===== src/rtl/cam_vector_feeder.sv =====
// cam_vector_feeder: buffers host vectors in a small FIFO and feeds them one
// at a time to CAM_Data_Store, pacing itself on the store's done/done_all.
module cam_vector_feeder #(
  parameter int DEPTH = 8
) (
  input  logic        CLK,
  input  logic        rst,
  input  logic [15:0] vec_in,
  input  logic        vec_valid,
  output logic        vec_ready,
  input  logic        job_start,
  input  logic [4:0]  job_base,
  input  logic [3:0]  job_count,
  output logic [15:0] data_in,
  output logic [4:0]  cmp_addr_high,
  output logic [3:0]  num_vectors,
  output logic        store_start,
  input  logic        done,
  input  logic        done_all,
  output logic        busy,
  output logic        job_done,
  output logic [4:0]  fifo_level
);

  localparam int AW = (DEPTH > 1) ? $clog2(DEPTH) : 1;
  localparam logic [4:0] FULL_LEVEL = 5'(DEPTH);

  typedef enum logic [1:0] {
    IDLE,
    LOAD,
    PRESENT,
    FINAL
  } state_t;

  state_t state;
  state_t state_next;

  logic [15:0]   mem [DEPTH];
  logic [AW-1:0] wr_ptr;
  logic [AW-1:0] rd_ptr;
  logic [3:0]    vec_cnt;

  logic push;
  logic pop;
  logic latch_job;
  logic finish_job;
  logic last_vec;

  assign vec_ready = (fifo_level != FULL_LEVEL);
  assign push      = vec_valid && vec_ready;
  assign last_vec  = (vec_cnt == num_vectors);

  // FIFO storage: the write side owns the array, reads happen in the datapath block
  always_ff @(posedge CLK) begin
    if (push) begin
      mem[wr_ptr] <= vec_in;
    end
  end

  // FIFO pointers wrap naturally at DEPTH; occupancy is tracked separately so full and empty stay distinct
  always_ff @(posedge CLK) begin
    if (rst) begin
      wr_ptr     <= '0;
      rd_ptr     <= '0;
      fifo_level <= '0;
    end else begin
      if (push) begin
        wr_ptr <= wr_ptr + AW'(1);
      end
      if (pop) begin
        rd_ptr <= rd_ptr + AW'(1);
      end
      case ({push, pop})
        2'b10:   fifo_level <= fifo_level + 5'd1;
        2'b01:   fifo_level <= fifo_level - 5'd1;
        default: fifo_level <= fifo_level;
      endcase
    end
  end

  // Job sequencer state register
  always_ff @(posedge CLK) begin
    if (rst) begin
      state <= IDLE;
    end else begin
      state <= state_next;
    end
  end

  // Next state: stall in LOAD on an empty FIFO, and let a done_all that lands with the last done skip FINAL
  always_comb begin
    state_next = state;
    case (state)
      IDLE: begin
        if (job_start && (job_count != 4'd0)) begin
          state_next = LOAD;
        end
      end
      LOAD: begin
        if (fifo_level != 5'd0) begin
          state_next = PRESENT;
        end
      end
      PRESENT: begin
        if (done) begin
          if (last_vec) begin
            state_next = done_all ? IDLE : FINAL;
          end else begin
            state_next = LOAD;
          end
        end
      end
      FINAL: begin
        if (done_all) begin
          state_next = IDLE;
        end
      end
      default: state_next = IDLE;
    endcase
  end

  // Per-state control strobes that drive the FIFO and the output registers
  always_comb begin
    busy       = (state != IDLE);
    pop        = 1'b0;
    latch_job  = 1'b0;
    finish_job = 1'b0;
    case (state)
      IDLE:    latch_job  = job_start;
      LOAD:    pop        = (fifo_level != 5'd0);
      PRESENT: finish_job = done && last_vec && done_all;
      FINAL:   finish_job = done_all;
      default: begin
        pop        = 1'b0;
        latch_job  = 1'b0;
        finish_job = 1'b0;
      end
    endcase
  end

  // Store-facing registers: job parameters latched at start, data held between pops, one-cycle pulses
  always_ff @(posedge CLK) begin
    if (rst) begin
      data_in       <= '0;
      cmp_addr_high <= '0;
      num_vectors   <= '0;
      vec_cnt       <= '0;
      store_start   <= 1'b0;
      job_done      <= 1'b0;
    end else begin
      store_start <= pop;
      job_done    <= finish_job || (latch_job && (job_count == 4'd0));
      if (latch_job) begin
        cmp_addr_high <= job_base;
        num_vectors   <= job_count;
        vec_cnt       <= '0;
      end
      if (pop) begin
        data_in <= mem[rd_ptr];
        vec_cnt <= vec_cnt + 4'd1;
      end
    end
  end

endmodule


===== config.mk =====
export PLATFORM = sky130hd
export DESIGN_NAME = cam_vector_feeder
export DESIGN_NICKNAME = d
export VERILOG_FILES = /design/src/rtl/cam_vector_feeder.sv
export SDC_FILE = /design/constraint.sdc
export NUM_CORES = 1
export LEC_CHECK = 0
export BUFFER_PORTS_ARGS = -buffer_cell sky130_fd_sc_hd__buf_2
export CORE_ASPECT_RATIO = 1.75
export CORE_MARGIN = 1.5
export CORE_UTILIZATION = 40
export DETAILED_ROUTE_END_ITERATION = 8
export GPL_TIMING_DRIVEN = 0
export PLACE_DENSITY = 0.6
export SYNTH_ARGS = -nofsm -noshare
export SYNTH_HDL_FRONTEND = slang
export SYNTH_SLANG_ARGS = --single-unit

===== constraint.sdc =====
create_clock -name CLK -period 4 [get_ports CLK]
set_input_delay 0.6 -clock CLK [delete_from_list [all_inputs] [get_ports CLK]]
set_output_delay 0.6 -clock CLK [all_outputs]
set_load 0.01 [all_outputs]

==> impl_metrics.toml, run 1 <==
[worst_setup_path]
crit_start = "fifo_level[1]"
crit_fanout = 11
crit_chain = "buf_6 -> or4_4 -> o21ai_4 -> inv_2 -> buf_6 -> buf_6 -> ha_1 -> clkbuf_1 -> xor2_1 -> ha_1 -> o21ai_0 -> or3_1 -> a2111o_1 -> nand4_1"
required_ns = 4.37
slowest_stage = "or4_4"
cpMostUsedCell = "buf_6"
crit_type = "reg -> reg"
critical_path_arrival_ns = 3.74
cp-end-kind = "flip-flop"
startpoint_type = "flip-flop"
cpPeakStageDelay_ns = 0.53
r2r-start = "fifo_level[1]"

[timing]
post-route-period-util_pct = 84.3
rsz0062_at_grt = "false"
hold_viol = 0
max_slew_margin_pct = 39.7
fmax_ghz = 0.296
worstMarginPinSlew_ns = 0.904
hold_ws_ns = 0.413
setup_violations = 0
min_period_ns = 3.37
skew_ns = 0.00834
slew_violations = 0

[global_route]
top_usage_layer = "met2"
use_met1_pct = 18.3
grt_pass1_vias = 4151
grt_start_max_net_pins = 17
use_met3_pct = 3.78
grt_pass1_wl_mm = 22.3
grt_usage_pct = 17.2
grt-ovfl-total = 0
use_met2_pct = 31.3
antenna_found_initial = 0

[die]
start_util_pct = 40.6
rows = 63
coreArea_um2 = 16800
io_pins = 65
die_w_um = 102
dieHeight_um = 176
dieArea_um2 = 17900

[clock_network]
postCtsHoldBufs = 0
cts_buffers = 17
htree_levels = 4
clock_latency_ns = 0.43
root_buffer = "clkbuf_16"
cts_resized = 0
clkSinkCount = 172
cts_tree = "built"
clockBufferDepth = 2
cts_setup_buffers = 0
clkTransAtPathRegs_ns = 0.07

[placed_design]
placedCellCount = 727
detailed_place_hpwl_mm = 9.91
place_congestion = 0.768
portBuffers = 64

[synth]
syn-num-nets = 464
synth_seq_area_share_pct = 69.2
synthMuxAreaShare_pct = 13.1
synthAdderAreaFrac_pct = 1.28
syn_inst = 426
ys_ff_latch = 172
syn_area_per_cell_um2 = 16.0
synth-main-ff-cell = "edfxtp_1"
synth-simple-area-share_pct = 7.26
ys_types = 44
synth_edf_count = 128
async_flop_share_pct = 0
synth_compound_area_share_pct = 5.46
synth_xor_area_share_pct = 1.41
synth_top_family_by_area = "multiplexers"
yosys_warnings = 0
synthesis.area_um2 = 6820

[finish]
syn2layout_area_growth_pct = 20.7
seq_area_um2 = 4720
final_common_cell = "edfxtp_1"
fin_util_pct = 49.1
n_fill_cell = 1466
final_cells = 759
drive_above_1_share_pct = 29.9
layout_common_cells = "128 x edfxtp_1, 69 x buf_2, 44 x dfxtp_1, 32 x nand2_1, 32 x mux4_2"
fin_nets = 557
diodes = 0
multiInputGateArea_um2 = 1970

[routing]
post-route-drc-count = 0
first_iter_violations = 197
firstDrtPassIters = 5
drt-total-wl_mm = 14.3
via_per_inst = 5.24
wl_per_cell_um = 18.8
vias = 3975
drtAntennaViolNets = 0

[hold_path]
hold_path.class = "in -> reg"
min_from = "job_base[4]"

[flow_run]
maxCapViolCount = 0

[power]
p_leak_nw = 2.79
power.total_mw = 4.87
ir_drop_uv = 307
p_per_area_nw_per_um2 = 591

[run_status]
status = "finished clean"
==> flip-flops by register name, summed over array words and instances (netlist names) <==
register       flops
mem              128
data_in           16
cmp_addr_high      5
fifo_level         5
num_vectors        4
vec_cnt            4
rd_ptr             3
wr_ptr             3
state              2
job_done           1
store_start        1
==> layout make-up <==
class,instances,share of cell area [%]
Sequential cell,172,57.4
Multi-Input combinational cell,222,23.9
Timing Repair Buffer,74,6.44
Clock buffer,18,5.21
Tap cell,227,3.45
Clock inverter,14,1.76
Buffer,26,1.63
Inverter,6,0.273
==> per-layer routing <==
metal | vias to the layer above | wire length, um | share of wire, %
li1 | 1841 | - | -
met1 | 2007 | 5290 | 37
met3 | 31 | 524 | 3.7
met2 | 96 | 8010 | 56
met5 | - | 0 | 0
met4 | 0 | 449 | 3.1
==> kinds of logic after synthesis <==
group | after synthesis
DFF | 172
and+or+nand+nor | 101
AOI/OAI and AO/OA | 54
muxes | 49
buffers and inverters | 32
xor gates and xnor gates | 11
adders and majority gates | 7
==> worst max-delay path, delay by kind of cell, from the launching register on <==
family	cells	cell delay, ns
flip-flops	1	0.32
AND/OR/NAND/NOR	3	0.96
buffers and inverters	5	0.73
AO/OA/AOI/OAI	3	0.73
adder cells (fa/ha/maj)	2	0.39
XOR/XNOR	1	0.18
==> stage by stage <==
stage               setup slack [ns]  cell area [um2]  setup TNS [ns]
floorplan                      0.955             6820               0
global placement             -0.0955             7430           -2.95
detailed placement             0.647             7660               0
CTS                            0.624             8240               0
global route                   0.440             8240               0
finish                         0.627             8240               0
==> power by group <==
group	internal [mW]	switching [mW]
Sequential	2.07	0.0911
Combinational	0.498	0.608
Clock	0.920	0.677
Total	3.49	1.38
==> cells in the mapped netlist, types with 6 or more instances <==
master	instances	area share (%)
edfxtp_1	128	56
dfxtp_1	44	13
mux4_2	32	11
nand2_1	32	1.8
nor2_1	32	1.8
a21oi_1	18	1.3
mux2i_1	17	2.5
a211oi_1	15	1.7
clkbuf_1	14	0.77
ha_1	7	1.3
nand2b_1	6	0.55
xnor2_1	6	0.77
==> final timing paths <==
kind	to	cells past startpoint	slack [ns]
max	fifo_level[4]	14	0.63
min	cmp_addr_high[4]	3	0.41
max reg2reg	fifo_level[4]	14	0.63
min reg2reg	cmp_addr_high[4]	2	0.46
(Power assumes the default switching activity.)
==> run 2, diff against run 1 <==
==> constraint.sdc (replaced) <==
create_clock -name CLK -period 3.4 [get_ports CLK]
set_input_delay 0.51 -clock CLK [delete_from_list [all_inputs] [get_ports CLK]]
set_output_delay 0.51 -clock CLK [all_outputs]
set_load 0.01 [all_outputs]
==> run 2 against run 1 <==
- via count decreased by 0.40%
- maximum frequency is 5.1% higher
- hold slack got worse by 0.088 ns
- clock skew down 0.0025 ns
- sequential share of layout area shrank 0.078 points
- worst setup slack got worse by 0.44 ns
- clock-buffer cell count stayed put
- final area increased by 0.14%
- critical path depth decreased by 2
- register-to-register slack got worse by 0.44 ns
- total power rose by 18%
- critical endpoint unchanged
==> impl_metrics.toml, run 2 (same netlist as run 1, synthesis figures left out) <==
[run_status]
status = "finished clean"

[worst_setup_path]
critPathBufInv = 4
crit_fanout = 11
crit_start = "fifo_level[1]"
cp-end-kind = "flip-flop"
startpoint_type = "flip-flop"
cpPeakStageDelay_ns = 0.53
r2r-start = "fifo_level[1]"
slowest_stage = "or4_4"
crit_type = "reg -> reg"
crit_chain = "buf_6 -> or4_4 -> o21ai_4 -> inv_2 -> buf_6 -> buf_6 -> ha_1 -> ha_1 -> o21ai_0 -> or3_1 -> a2111o_1 -> nand4_1"
critical_path_arrival_ns = 3.57
crit_family = "simple AND/OR/NAND/NOR gates"
cpMostUsedCell = "buf_6"
required_ns = 3.77

[power]
p_per_area_nw_per_um2 = 695
p_leak_nw = 2.80
switchingPower_mw = 1.62
power.total_mw = 5.74
p_clk_share_pct = 32.7
intPower_mw = 4.12
seq_power_share_pct = 44.4
ir_drop_uv = 362
switching_share_pct = 28.2
power_frac_comb_pct = 22.9

[routing]
first_iter_violations = 154
drtAntennaViolNets = 0
vias = 3959
post-route-drc-count = 0
drt-total-wl_mm = 14.3
firstDrtPassIters = 4
via_per_inst = 5.21
wl_per_cell_um = 18.8

[finish]
largest_register_ffs = 128
n_fill_cell = 1469
layout_common_cells = "128 x edfxtp_1, 69 x buf_2, 44 x dfxtp_1, 32 x nand2_1, 32 x mux4_2"
drive_above_1_share_pct = 30.2
syn2layout_area_growth_pct = 20.9
fin_util_pct = 49.1
top_regs = "mem x128, data_in x16"
regMostFlops = "mem"
diodes = 0
final_common_cell = "edfxtp_1"
fin_nets = 558
multiInputGateArea_um2 = 1970
seq_area_um2 = 4720

[timing]
hold_viol = 0
rsz0062_at_grt = "false"
min_period_ns = 3.21
setup_violations = 0
worstMarginPinSlew_ns = 0.913
max_slew_margin_pct = 39.2
slew_violations = 0
post-route-period-util_pct = 94.4
fmax_ghz = 0.312
setup_ws_ns = 0.191
skew_ns = 0.00587

[placed_design]
portBuffers = 64
place_congestion = 0.768
detailed_place_hpwl_mm = 9.91
post-place-ws_ns = 0.0473

[die]
coreArea_um2 = 16800
die_w_um = 102
dieHeight_um = 176
start_util_pct = 40.6
rows = 63
io_pins = 65
dieArea_um2 = 17900

[global_route]
grt-ovfl-total = 0
grt_pass1_vias = 4151
grt_start_max_net_pins = 17
grt_usage_pct = 17.2
grt_pass1_wl_mm = 22.3
antenna_found_initial = 0

[clock_network]
clockBufferDepth = 2
clock_latency_ns = 0.42
cts_tree = "built"
cts_setup_buffers = 0
postCtsHoldBufs = 0
clkTransAtPathRegs_ns = 0.07
cts_buffers = 17
clkSinkCount = 172
htree_levels = 4
cts_resized = 0
root_buffer = "clkbuf_16"

[hold_path]
hold_path.class = "in -> reg"
min_from = "job_base[4]"

[flow_run]
maxCapViolCount = 0
-- run 2: changes by cell type in the layout (fill, tap and decap cells not counted), sizes merged --
cell,delta
buf,+2
clkbuf,-1
-- run 2: metal layers --
| layer | global-route usage [%] | vias to the layer above | part of all wire [%] |
|---|---|---|---|
| met5 | 0 | - | 0 |
| met4 | 8.62 | 0 | 3.0 |
| met3 | 3.78 | 31 | 3.3 |
| met2 | 31.3 | 81 | 56 |
| met1 | 18.3 | 2006 | 37 |
| li1 | - | 1841 | - |
-- run 2: power by group through the flow --
| stage | clock network (mW) | logic (mW) | registers, mW |
|---|---|---|---|
| 2_1_floorplan | 0 | 0.854 | 2.62 |
| 3_3_place_gp | 0 | 1.27 | 2.59 |
| 3_5_place_dp | 0 | 1.32 | 2.59 |
| 4_1_cts | 1.91 | 1.32 | 2.55 |
| 5_1_grt | 2.00 | 1.45 | 2.57 |
| 6_report | 1.88 | 1.31 | 2.55 |
-- run 2: worst register-to-register path: cells and delay by family (launching register included) --
| family | cells | cell delay, ns |
|---|---|---|
| AND/OR/NAND/NOR | 3 | 0.96 |
| flip-flops | 1 | 0.32 |
| adder cells (fa/ha/maj) | 2 | 0.70 |
| buffers and inverters | 4 | 0.50 |
| AO/OA/AOI/OAI | 3 | 0.67 |
-- run 2: worst paths after layout --
kind	to	slack, ns	depth (start not counted)
worst max-delay path	fifo_level[4]	0.19	12
worst min-delay path	cmp_addr_high[4]	0.32	3
worst max register to register	fifo_level[4]	0.19	12
worst min register to register	cmp_addr_high[4]	0.46	2
-- run 2: per-stage QoR --
| stage | instance area, um2 | instances | hold WS (ns) | setup TNS [ns] |
|---|---|---|---|---|
| after floorplan | 6820 | 426 | 0.462 | 0 |
| after global placement | 7430 | 717 | 0.442 | -19.27 |
| after detailed placement | 7660 | 727 | 0.453 | 0 |
| after CTS | 8240 | 759 | 0.307 | 0 |
| after global routing | 8250 | 760 | 0.316 | 0 |
| final | 8250 | 760 | 0.325 | 0 |
-- run 2: area by class of cell --
cell class	count	share of cell area, %
flip-flops and latches	172	57.3
multi-input cells	222	23.9
repair buffers	76	6.61
clock buffers	18	5.20
well taps	227	3.44
clock inverters	14	1.76
plain buffers	25	1.58
inverters	6	0.273
==> run 3, diff against run 2 <==
--- a/config.mk
+++ b/config.mk
@@ -5,13 +5,14 @@
 export SDC_FILE = /design/constraint.sdc
 export NUM_CORES = 1
 export LEC_CHECK = 0
+export ABC_AREA = 1
 export BUFFER_PORTS_ARGS = -buffer_cell sky130_fd_sc_hd__buf_2
 export CORE_ASPECT_RATIO = 1.75
 export CORE_MARGIN = 1.5
 export CORE_UTILIZATION = 40
 export DETAILED_ROUTE_END_ITERATION = 8
 export GPL_TIMING_DRIVEN = 0
-export PLACE_DENSITY = 0.6
+export PLACE_DENSITY = 0.59
 export SYNTH_ARGS = -nofsm -noshare
 export SYNTH_HDL_FRONTEND = slang
 export SYNTH_SLANG_ARGS = --single-unit
==> run 3 against run 2 <==
- maximum frequency increased by 22%
- die area increased by 3.6%
- largest cell class unchanged
- combinational power is 60% higher
- worst setup slack better by 0.59 ns
- final area increased by 1.8%
- sequential share of layout area decreased by 0.99 points
- global-route usage up 2.3 points
- critical path type unchanged
- non-clock buffer count increased by 3
- final cell count increased by 32%
==> impl_metrics.toml, run 3 <==
[timing]
tns_ns = 0
max_slew_margin_pct = 58.0
setup_ws_ns = 0.777
worstMarginPinSlew_ns = 0.631
rsz0062_at_grt = "false"
post-route-period-util_pct = 77.1
hold_viol = 0
slew_violations = 0
hold_ws_ns = 0.306
setup_violations = 0
min_period_ns = 2.62
skew_ns = 0.00911
fmax_ghz = 0.381

[clock_network]
root_buffer = "clkbuf_16"
clockBufferDepth = 2
cts_tree = "built"
clock_latency_ns = 0.43
cts_buffers = 17
cts_setup_buffers = 0
postCtsHoldBufs = 0
clkTransAtPathRegs_ns = 0.07
htree_levels = 4
cts_resized = 0
clkSinkCount = 172

[synth]
synth_edf_count = 128
synth_most_common_cell = "nor2_1"
ys_ff_latch = 172
syn-num-nets = 707
synthesis.area_um2 = 7070
syn_inst = 669
synth_seq_area_share_pct = 66.8
ys_types = 32
synth_top_area_cell = "edfxtp_1"
synth_common_cells = "168 x nor2_1, 128 x edfxtp_1, 74 x o21ai_0"
netlist.area_leader.share_pct = 54.3
syn_area_per_cell_um2 = 10.6
yosys_warnings = 0
synth-main-ff-cell = "edfxtp_1"
synthTopCellsByArea = "edfxtp_1 54%, dfxtp_1 12%, nor2_1 8.9%"
async_flop_share_pct = 0

[hold_path]
hold_path_depth = 2
whs_endpoint = "vec_cnt[3]"
min_from = "rst"
hold_path.class = "in -> reg"

[finish]
final_common_cell = "nor2_1"
top_regs = "mem x128, data_in x16"
n_fill_cell = 1609
drive_above_1_share_pct = 18.8
layout_common_cells = "160 x nor2_1, 128 x edfxtp_1, 74 x o21ai_0, 72 x buf_2, 61 x nand3_1"
syn2layout_area_growth_pct = 18.7
largest_register_ffs = 128
regMostFlops = "mem"
diodes = 0
fin_nets = 797

[die]
coreArea_um2 = 17400
rows = 64
dieHeight_um = 179
start_util_pct = 40.7
io_pins = 65
dieArea_um2 = 18500
die_w_um = 104

[power]
switchingPower_mw = 2.31
ir_drop_uv = 333
switching_share_pct = 35.0
p_clk_share_pct = 28.7
seq_power_share_pct = 39.6
p_leak_nw = 3.19
intPower_mw = 4.30
power_frac_comb_pct = 31.6
p_per_area_nw_per_um2 = 788

[worst_setup_path]
crit_fanout = 11
crit_chain = "nor2_1 -> nand3_1 -> nand2_2 -> clkinv_2 -> buf_6 -> ha_1 -> xor2_1 -> ha_1 -> inv_1 -> nand2_1 -> nand3_1 -> nand2_1 -> nand2_1 -> nand2_1 -> nand2_1 -> a21oi_1"
startpoint_type = "flip-flop"
required_ns = 3.76
slowest_stage = "dfxtp_1"
crit_type = "reg -> reg"
critPathBufInv = 3
cp-end-kind = "flip-flop"
crit_start = "fifo_level[0]"
crit_cells = 16
critical_path_arrival_ns = 2.98
crit_family = "simple AND/OR/NAND/NOR gates"
cpPeakStageDelay_ns = 0.35
r2r_setup_slack_ns = 0.78
reg2reg_to = "fifo_level[4]"
rr_worst_depth = 16
cpMostUsedCell = "nand2_1"
r2r-start = "fifo_level[0]"

[routing]
post-route-drc-count = 0
drtAntennaViolNets = 0
firstDrtPassIters = 6
first_iter_violations = 307
via_per_inst = 5.16
wl_per_cell_um = 17.4
drt-total-wl_mm = 17.5
vias = 5171

[placed_design]
place_congestion = 0.830
portBuffers = 63
post-place-ws_ns = 0.787
detailed_place_hpwl_mm = 12.1

[global_route]
grt_pass1_vias = 5096
antenna_found_initial = 0
grt-ovfl-total = 0
grt_usage_pct = 19.5
grt_pass1_wl_mm = 26.9
grt_start_max_net_pins = 17

[run_status]
status = "finished clean"

[flow_run]
maxCapViolCount = 0
==> run 3: through the flow <==
step	area, um2	total power, mW	util [%]	std cells
4_1_cts	8390	6.66	48.3	1003
5_1_grt	8390	7.02	48.3	1003
6_report	8390	6.62	48.3	1003
3_3_place_gp	7680	4.67	44.2	963
3_5_place_dp	7820	4.77	45.0	971
2_1_floorplan	7070	4.03	-	669
==> run 3: cell type report <==
cell class / count / area (um2) / area share [%]
Sequential cell: 172 / 4720 / 56.3
Multi-Input combinational cell: 428 / 1980 / 23.6
Timing Repair Buffer: 71 / 435 / 5.19
Clock buffer: 19 / 433 / 5.16
Tap cell: 231 / 289 / 3.44
Buffer: 33 / 251 / 3.00
Clock inverter: 13 / 143 / 1.70
Inverter: 36 / 136 / 1.62
==> run 3: layer usage <==
metal  wire [um]  track usage [%]  up-vias
met3         728             3.67       23
met4         422             8.22        0
met2        9720             38.2      135
li1            -                -     2474
met5           0                0        -
met1        6590             20.3     2539
==> run 3: worst max-delay path by stage <==
stage	endpoint
6_report	fifo_level[4]
5_1_grt	fifo_level[4]
4_1_cts	fifo_level[4]
3_5_place_dp	fifo_level[4]
3_3_place_gp	mem[5][12]
2_1_floorplan	mem[5][0]
==> run 3: kinds of logic (layout without fill, tap and decap cells) <==
| logic type | Yosys count | count (layout) | synth area share (%) |
|---|---|---|---|
| flip-flops | 172 | 172 | 66.8 |
| XOR/XNOR | 5 | 5 | 0.619 |
| adder cells (fa/ha/maj) | 7 | 7 | 1.24 |
| AND/OR/NAND/NOR | 296 | 296 | 17.2 |
| AO/OA/AOI/OAI | 120 | 120 | 8.68 |
| buffers and inverters | 69 | 172 | 5.48 |
==> run 3: power by group through the flow <==
stage          clock, mW  sequential, mW  combinational [mW]
2_1_floorplan          0            2.71                1.32
3_3_place_gp           0            2.66                2.01
3_5_place_dp           0            2.67                2.10
4_1_cts             1.93            2.62                2.11
5_1_grt             2.02            2.65                2.34
6_report            1.90            2.62                2.09
